### src/rtl/fetch_stage.sv
// Instruction-fetch stage: owns the PC, drives the instruction memory address and
// registers the returned word into the IF/ID pipeline register.
module fetch_stage #(
  parameter logic [31:0] RESET_PC   = 32'h0000_0000,
  parameter int          IMEM_BYTES = 64,
  parameter logic [31:0] NOP_INSTR  = 32'h0000_0000
) (
  input  logic        clk,
  input  logic        rst,
  input  logic        en,
  input  logic        stall,
  input  logic        flush,
  input  logic        redirect_valid,
  input  logic [31:0] redirect_target,
  output logic [31:0] imem_addr,
  input  logic [31:0] imem_rdata,
  output logic        id_valid,
  output logic [31:0] id_pc,
  output logic [31:0] id_pc_plus4,
  output logic [31:0] id_instr,
  output logic        fault,
  output logic [31:0] fault_pc,
  output logic [31:0] fetch_count
);

  typedef enum logic {RUN, FAULT} state_t;

  localparam logic [31:0] PC_MAX = 32'(IMEM_BYTES - 4);

  state_t      state;
  logic [31:0] pc;
  logic [31:0] pc_next_seq;
  logic        hold;
  logic        bad_pc;

  assign imem_addr   = pc;
  assign pc_next_seq = pc + 32'd4;
  assign hold        = stall | ~en;
  assign bad_pc      = (pc[1:0] != 2'b00) | (pc > PC_MAX);
  assign fault       = (state == FAULT);

  // Priority: fault lock, redirect, held flush, hold, range fault, flush, normal fetch.
  always_ff @(posedge clk or posedge rst) begin
    if (rst) begin
      state       <= RUN;
      pc          <= RESET_PC;
      id_valid    <= 1'b0;
      id_pc       <= 32'h0;
      id_pc_plus4 <= 32'h0;
      id_instr    <= NOP_INSTR;
      fault_pc    <= 32'h0;
      fetch_count <= 32'h0;
    end else begin
      case (state)
        FAULT: begin
        end
        default: begin
          if (redirect_valid) begin
            pc       <= redirect_target;
            id_valid <= 1'b0;
            id_instr <= NOP_INSTR;
          end else if (hold) begin
            if (flush) begin
              id_valid <= 1'b0;
              id_instr <= NOP_INSTR;
            end
          end else if (bad_pc) begin
            state    <= FAULT;
            fault_pc <= pc;
            id_valid <= 1'b0;
            id_instr <= NOP_INSTR;
          end else if (flush) begin
            pc       <= pc_next_seq;
            id_valid <= 1'b0;
            id_instr <= NOP_INSTR;
          end else begin
            pc          <= pc_next_seq;
            id_valid    <= 1'b1;
            id_pc       <= pc;
            id_pc_plus4 <= pc_next_seq;
            id_instr    <= imem_rdata;
            fetch_count <= fetch_count + 32'd1;
          end
        end
      endcase
    end
  end

endmodule
### config.mk
export PLATFORM = sky130hd
export DESIGN_NAME = fetch_stage
export DESIGN_NICKNAME = d
export VERILOG_FILES = /design/src/rtl/fetch_stage.sv
export SDC_FILE = /design/constraint.sdc
export NUM_CORES = 1
export LEC_CHECK = 0
export CORE_MARGIN = 10
export CORE_UTILIZATION = 65
export CTS_BUF_LIST = sky130_fd_sc_hd__clkbuf_2 sky130_fd_sc_hd__clkbuf_4 sky130_fd_sc_hd__clkbuf_8
export DETAILED_ROUTE_END_ITERATION = 12
export DONT_BUFFER_PORTS = 1
export GPL_ROUTABILITY_DRIVEN = 1
export PLACE_DENSITY_LB_ADDON = 0.1
export SLEW_MARGIN = 10
export SYNTH_ARGS = -nofsm -noshare
export SYNTH_HDL_FRONTEND = slang
export SYNTH_SLANG_ARGS = --single-unit
### constraint.sdc
create_clock -name clk -period 13.6 [get_ports clk]
set_input_delay 2.72 -clock clk [delete_from_list [all_inputs] [get_ports clk]]
set_output_delay 2.72 -clock clk [all_outputs]
set_load 0.05 [all_outputs]
==> results by group, run 1 <==
Synthesis
  – Syn. warnings: 0
  – Synth top area share: 0.6348
  – Main area contributors after synthesis: dfrtp_1 (63%), mux2_1 (4.8%), nor2b_1 (4.4%)
  – Total of flip-flops plus latches after synthesis: 192
  – Synth Instances: 585
  – Sequential fraction of the synthesis area: 0.6348
  – Ys async rst share: 1.000
  – Post-synth EDFFs: 0
  – Syn_nets: 657
  – Ys flop type: dfrtp_1
  – Synthesized cell area: 0.007569 mm^2
  – Cell with the most instances after synthesis: dfrtp_1
  – Commonest cells in the netlist: dfrtp_1 (192), nor2b_1 (53), nand2_1 (33)
  – Mean area per synthesized cell: 12.94 um^2
  – Distinct cells, synth: 40
  – Leading area contributor after synthesis: dfrtp_1

Routing
  – Initial DRC count: 309
  – Residual DRC: 0
  – Vias: 4606
  – DRT Wirelength: 18390 um
  – Vias per cell: 6.362
  – Post-DR wirelength/cell: 25.41 um
  – Drt first pass iters: 4
  – Post-DRT Antenna Nets: 0

Clock tree
  – Worst skew pair latency: 0.46 ns
  – Clock sink total: 192
  – Hold buffers post-CTS: 0
  – CTS tree: yes
  – CTS Buffer Depth: 2
  – Post-CTS Resized: 0
  – Root Buffer: clkbuf_8
  – CTS clk-pin slew, worst paths: 0.09 ns
  – Htree depth: 4
  – CTS Buf Count: 17
  – Post-CTS setup repair buffer count: 0

Floorplan
  – Die area: 0.01636 mm^2
  – Die height: 127.9 um
  – Cell Rows: 39
  – Die width: 127.9 um
  – Core Area: 0.01142 mm^2
  – I/O pins: 264
  – Initial Util: 0.6628

Global routing
  – Initial antenna violation count: 0
  – GRT overflow: 0
  – First-pass GRT wire length: 28110 um
  – Gr usage total: 0.2222
  – Vias in the first global route: 4702
  – Largest net degree at the start of global routing: 121

Place
  – # port buffers: 0
  – GPL Wtd Cong: 0.7886
  – DP HPWL: 13250 um
  – Placed cell count: 695
  – Dpl cell area: 0.007584 mm^2

Critical path
  – WS Path Type: input port to register
  – CP top delay family: simple AND/OR/NAND/NOR gates
  – Startpoint types: input port
  – Crit end category: register
  – Crit path buf inv count: 0
  – CP Cell Sequence: or3b_1 -> nor3_2 -> and3_4 -> nand4_1 -> xnor2_1
  – Slowest cell on the critical path: and3_4
  – Req. time, crit path: 13.93 ns
  – Critical path's largest stage delay: 1.03 ns
  – Crit path DAT: 5.02 ns
  – Worst-path fanout max: 112

Finish
  – Fin nets: 643
  – Design area: 0.007983 mm^2
  – Ratio of cells with drive above 1 in the final layout: 0.1084
  – Finished Layout Cells: 724
  – Area grow syn2layout: 5.472%
  – Number of diodes: 0

Hold path
  – HP Class: register to register

Timing
  – Unrepaired setup endpoints after global routing: false
  – Slew @ Worst Pin: 1.147 ns
  – Tcrit/Tclk final: 0.3454
  – Achievable Freq: 212.9 MHz
  – Fin. max-slew vios: 0
  – Setup TNS: 0 ns
  – Fin. Hold Viols: 0
  – Slew HR: 0.2350
  – Final Skew: 0.01154 ns
  – Minimum clock period: 4.697 ns
  – Final setup vio count: 0

Pwr
  – Static Leak: 4.020 nW
  – Peak VDD IR: 102.4 uV
  – Pwr dens: 125.2 mW/mm^2

Status
  – Status: complete, no violations

Job
  – Max Cap Violations: 0
## metal layers
metal,GRT usage,vias to the layer above,routed length (um)
met4,0.08477,0,480
met3,0.1270,33,2429
met1,0.2528,2365,6372
met2,0.3413,207,9112
met5,0,-,0
li1,-,2001,-
## worst paths after layout
path	startpoint	endpoint	slack (ns)	cells past startpoint
worst min register to register	id_pc_plus4[27]	id_pc_plus4[27]	0.82	1
worst max register to register	imem_addr[18]	fetch_count[9]	10.40	5
min in group asynchronous	rst	id_pc_plus4[27]	2.32	1
max in group asynchronous	rst	id_instr[30]	9.74	2
worst min-delay path	id_pc_plus4[27]	id_pc_plus4[27]	0.82	1
worst max-delay path	stall	fetch_count[9]	8.90	5
## registers in the layout (all words and copies together) (netlist names)
| name | flops |
|---|---|
| id_pc_plus4 | 30 |
| id_instr | 32 |
| fault | 1 |
| id_valid | 1 |
| imem_addr | 32 |
| fault_pc | 32 |
| fetch_count | 32 |
| id_pc | 32 |
## power by group
part | leakage [nW] | internal, W | switching, W
Combinational | 1.21 | 0.00000700 | 0.0000150
Clock | 0.186 | 0.000188 | 0.000189
Sequential | 2.62 | 0.000575 | 0.0000262
Total | 4.02 | 0.000770 | 0.000230
## cells by family after synthesis
family / synth area share
adder cells (fa/ha/maj): 0.003306
XOR/XNOR: 0.03934
multiplexers: 0.07257
AND/OR/NAND/NOR: 0.1425
flip-flops: 0.6348
AO/OA/AOI/OAI: 0.07571
buffers and inverters: 0.03174
## cell type report
type	instances	area (um^2)
clock inverter	9	136.4
clock buffer	20	262.8
timing repair buffer	3	22.52
tap	143	178.9
multi-input combinational	347	2535
inverter	10	42.54
fill	833	3436
sequential	192	4805
## worst register-to-register path, delay by kind of cell, from the launching register on
kind / cells / cell delay [ns]
DFF: 1 / 0.63
and+or+nand+nor: 4 / 2.26
xor gates and xnor gates: 1 / 0.19
## metrics by stage
| stage | total power [W] | util | worst slack [ns] | hold slack (ns) |
|---|---|---|---|---|
| finish | 0.0009994 | 0.6991 | 8.903 | 0.8187 |
| global route | 0.001034 | 0.6991 | 8.717 | 0.8340 |
| CTS | 0.001009 | 0.6991 | 8.938 | 0.8268 |
| detailed placement | 0.0006352 | 0.6641 | 8.442 | 0.8135 |
| global placement | 0.0006342 | 0.6641 | 8.554 | 0.8068 |
| floorplan | 0.0006283 | - | 5.653 | 0.5010 |
## cell usage in the layout, fill, tap and decap left out, types with 2 or more instances in the layout
cell / instances
nor3_2: 10
nand2_1: 33
a31oi_1: 2
nor4_1: 6
a21oi_1: 7
ha_1: 2
xor2_1: 17
clkbuf_4: 2
and2_1: 7
inv_1: 9
bufinv_16: 3
o21ai_0: 13
nor2b_1: 53
dfrtp_1: 192
nand2b_1: 2
buf_4: 3
or3_1: 2
clkbuf_8: 18
nand4_1: 14
nor2_1: 14
or4_1: 3
o22a_1: 12
a2bb2oi_1: 2
mux2_2: 15
mux2i_1: 2
xnor2_1: 17
and4_1: 3
a21o_1: 2
nor3_1: 12
a22o_1: 32
and3_1: 13
nand3_1: 9
mux2_1: 32
o31ai_1: 2
clkinvlp_4: 5
o22ai_1: 2
Power figures use the tool's default switching activity.
==> run 2: changes to the inputs <==
--- a/config.mk
+++ b/config.mk
@@ -6,7 +6,7 @@
 export NUM_CORES = 1
 export LEC_CHECK = 0
 export CORE_MARGIN = 10
-export CORE_UTILIZATION = 65
+export CORE_UTILIZATION = 59
 export CTS_BUF_LIST = sky130_fd_sc_hd__clkbuf_2 sky130_fd_sc_hd__clkbuf_4 sky130_fd_sc_hd__clkbuf_8
 export DETAILED_ROUTE_END_ITERATION = 12
 export DONT_BUFFER_PORTS = 1
==> constraint.sdc (replaced) <==
create_clock -name clk -period 4 [get_ports clk]
set_input_delay 0.8 -clock clk [delete_from_list [all_inputs] [get_ports clk]]
set_output_delay 0.8 -clock clk [all_outputs]
set_load 0.05 [all_outputs]
==> results by group, run 2 (same netlist as run 1, synthesis figures left out) <==
Status
  – Status: complete, no violations

Finish
  – Most common cell after layout, fill and taps aside: dfrtp_1
  – Fillers: 957
  – Fin nets: 651
  – Ratio of cells with drive above 1 in the final layout: 0.1235
  – Area grow syn2layout: 7.076%
  – Finished Layout Cells: 763
  – Number of diodes: 0
  – Most frequent cells in the layout: dfrtp_1 (192), nor2b_1 (53), nand2_1 (33)

Routing
  – Initial DRC count: 239
  – Post-DRT Antenna Nets: 0
  – Vias per cell: 5.915
  – Drt first pass iters: 4
  – Vias: 4513
  – DRT Wirelength: 18620 um
  – Residual DRC: 0
  – Post-DR wirelength/cell: 24.41 um

Global routing
  – First-pass GRT wire length: 28690 um
  – Gr usage total: 0.2075
  – Vias in the first global route: 4666
  – Largest net degree at the start of global routing: 70
  – Initial antenna violation count: 0
  – GRT overflow: 0

Timing
  – Fin. Hold Viols: 0
  – Slew HR: 0.2896
  – Setup WS post-layout: 1.075 ns
  – Slew @ Worst Pin: 1.066 ns
  – Tcrit/Tclk final: 0.7312
  – Final setup vio count: 0
  – Setup TNS: 0 ns
  – Achievable Freq: 341.9 MHz
  – Minimum clock period: 2.925 ns
  – Final Skew: 0.008669 ns
  – Fin. max-slew vios: 0
  – Unrepaired setup endpoints after global routing: false

Hold path
  – HP Class: input port to asynchronous set/reset pin

Clock tree
  – CTS Buf Count: 17
  – Hold buffers post-CTS: 0
  – Worst skew pair latency: 0.46 ns
  – Htree depth: 4
  – CTS tree: yes
  – Root Buffer: clkbuf_8
  – CTS clk-pin slew, worst paths: 0.09 ns
  – Post-CTS setup repair buffer count: 0
  – Clock sink total: 192
  – CTS Buffer Depth: 2
  – Post-CTS Resized: 0

Critical path
  – Worst reg-to-reg path cell count: 5
  – R2r endpoint: id_instr[6]
  – Crit path DAT: 3.32 ns
  – Setup slack, reg-to-reg: 1.08 ns
  – WS Path Type: register to register
  – Reg-to-Reg Start: imem_addr[19]
  – Critical path's largest stage delay: 0.72 ns
  – Worst-path fanout max: 69
  – Crit end category: register
  – Startpoint types: register
  – Req. time, crit path: 4.39 ns
  – CP Cell Sequence: or4_1 -> nor3_2 -> and3_4 -> buf_4 -> a22o_1
  – Slowest cell on the critical path: and3_4

Pwr
  – Clk pwr share: 0.378
  – Sw Ratio: 0.2308
  – Psw: 0.0007875 W
  – Seq pwr share: 0.597
  – Peak VDD IR: 251.7 uV
  – Static Leak: 4.082 nW
  – Pwr dens: 421.1 mW/mm^2
  – Logic pwr share: 0.025
  – Pint: 0.002625 W

Floorplan
  – I/O pins: 264
  – Initial Util: 0.6022
  – Die width: 133.3 um
  – Die height: 133.3 um
  – Cell Rows: 41
  – Die area: 0.01776 mm^2
  – Core Area: 0.01257 mm^2

Place
  – # port buffers: 0
  – Pre-CTS WS: 0.9793 ns
  – Placed cell count: 732
  – GPL Wtd Cong: 0.8233
  – DP HPWL: 13820 um

Job
  – Max Cap Violations: 0
==> run 2: cell count changes in the layout (fill, tap and decap cells not counted) <==
cell	change
buf_4	+7
buf_12	+1
clkbuf_8	+4
clkinvlp_4	-2
clkbuf_4	-1
clkinv_2	+2
bufinv_16	-1
==> run 2: worst max-delay path by stage <==
stage | end | startpoint | slack (ns)
6_report | id_instr[6] | imem_addr[19] | 1.08
5_1_grt | id_instr[6] | imem_addr[18] | 0.86
4_1_cts | id_instr[6] | imem_addr[26] | 1.06
3_5_place_dp | id_instr[6] | stall | 0.98
3_3_place_gp | id_instr[3] | stall | 1.08
2_1_floorplan | fault | rst | 0.72
==> run 2: per-stage QoR <==
stage	power [W]	hold slack (ns)	utilization	cell area, um^2
final	0.003413	0.3710	0.6448	8104
after global routing	0.003541	0.3939	0.6448	8104
after CTS	0.003444	0.3810	0.6448	8104
after detailed placement	0.002166	0.6851	0.6119	7691
after global placement	0.002162	0.6761	0.6119	7691
after floorplan	0.002137	0.5010	-	7572
==> run 2: area by class of cell <==
class / instances / area [um^2] / share of cell area
sequential: 192 / 4805 / 0.5929
multi-input combinational: 347 / 2535 / 0.3128
timing repair buffer: 11 / 95.09 / 0.01173
clock buffer: 23 / 310.3 / 0.03829
tap: 172 / 215.2 / 0.02656
clock inverter: 8 / 102.6 / 0.01266
inverter: 10 / 41.29 / 0.005095
==> run 2: worst max-delay path: cells and delay by family, from the launching register on <==
kind	cells	cell delay, ns
DFF	1	0.62
AOI/OAI and AO/OA	1	0.19
buffers and inverters	1	0.36
and+or+nand+nor	3	1.64
==> run 2: power groups by stage <==
| stage | logic, W | clock network, W | registers (W) |
|---|---|---|---|
| 3_5_place_dp | 0.0000880 | 0 | 0.00208 |
| 4_1_cts | 0.0000881 | 0.00132 | 0.00204 |
| 2_1_floorplan | 0.0000721 | 0 | 0.00206 |
| 3_3_place_gp | 0.0000854 | 0 | 0.00208 |
| 6_report | 0.0000851 | 0.00129 | 0.00204 |
| 5_1_grt | 0.0000986 | 0.00140 | 0.00204 |
==> run 2: metal layers <==
metal	track usage	wire length, um
met3	0.1162	2356
met5	0	0
met4	0.08585	473
met1	0.2361	6900
met2	0.3169	8892
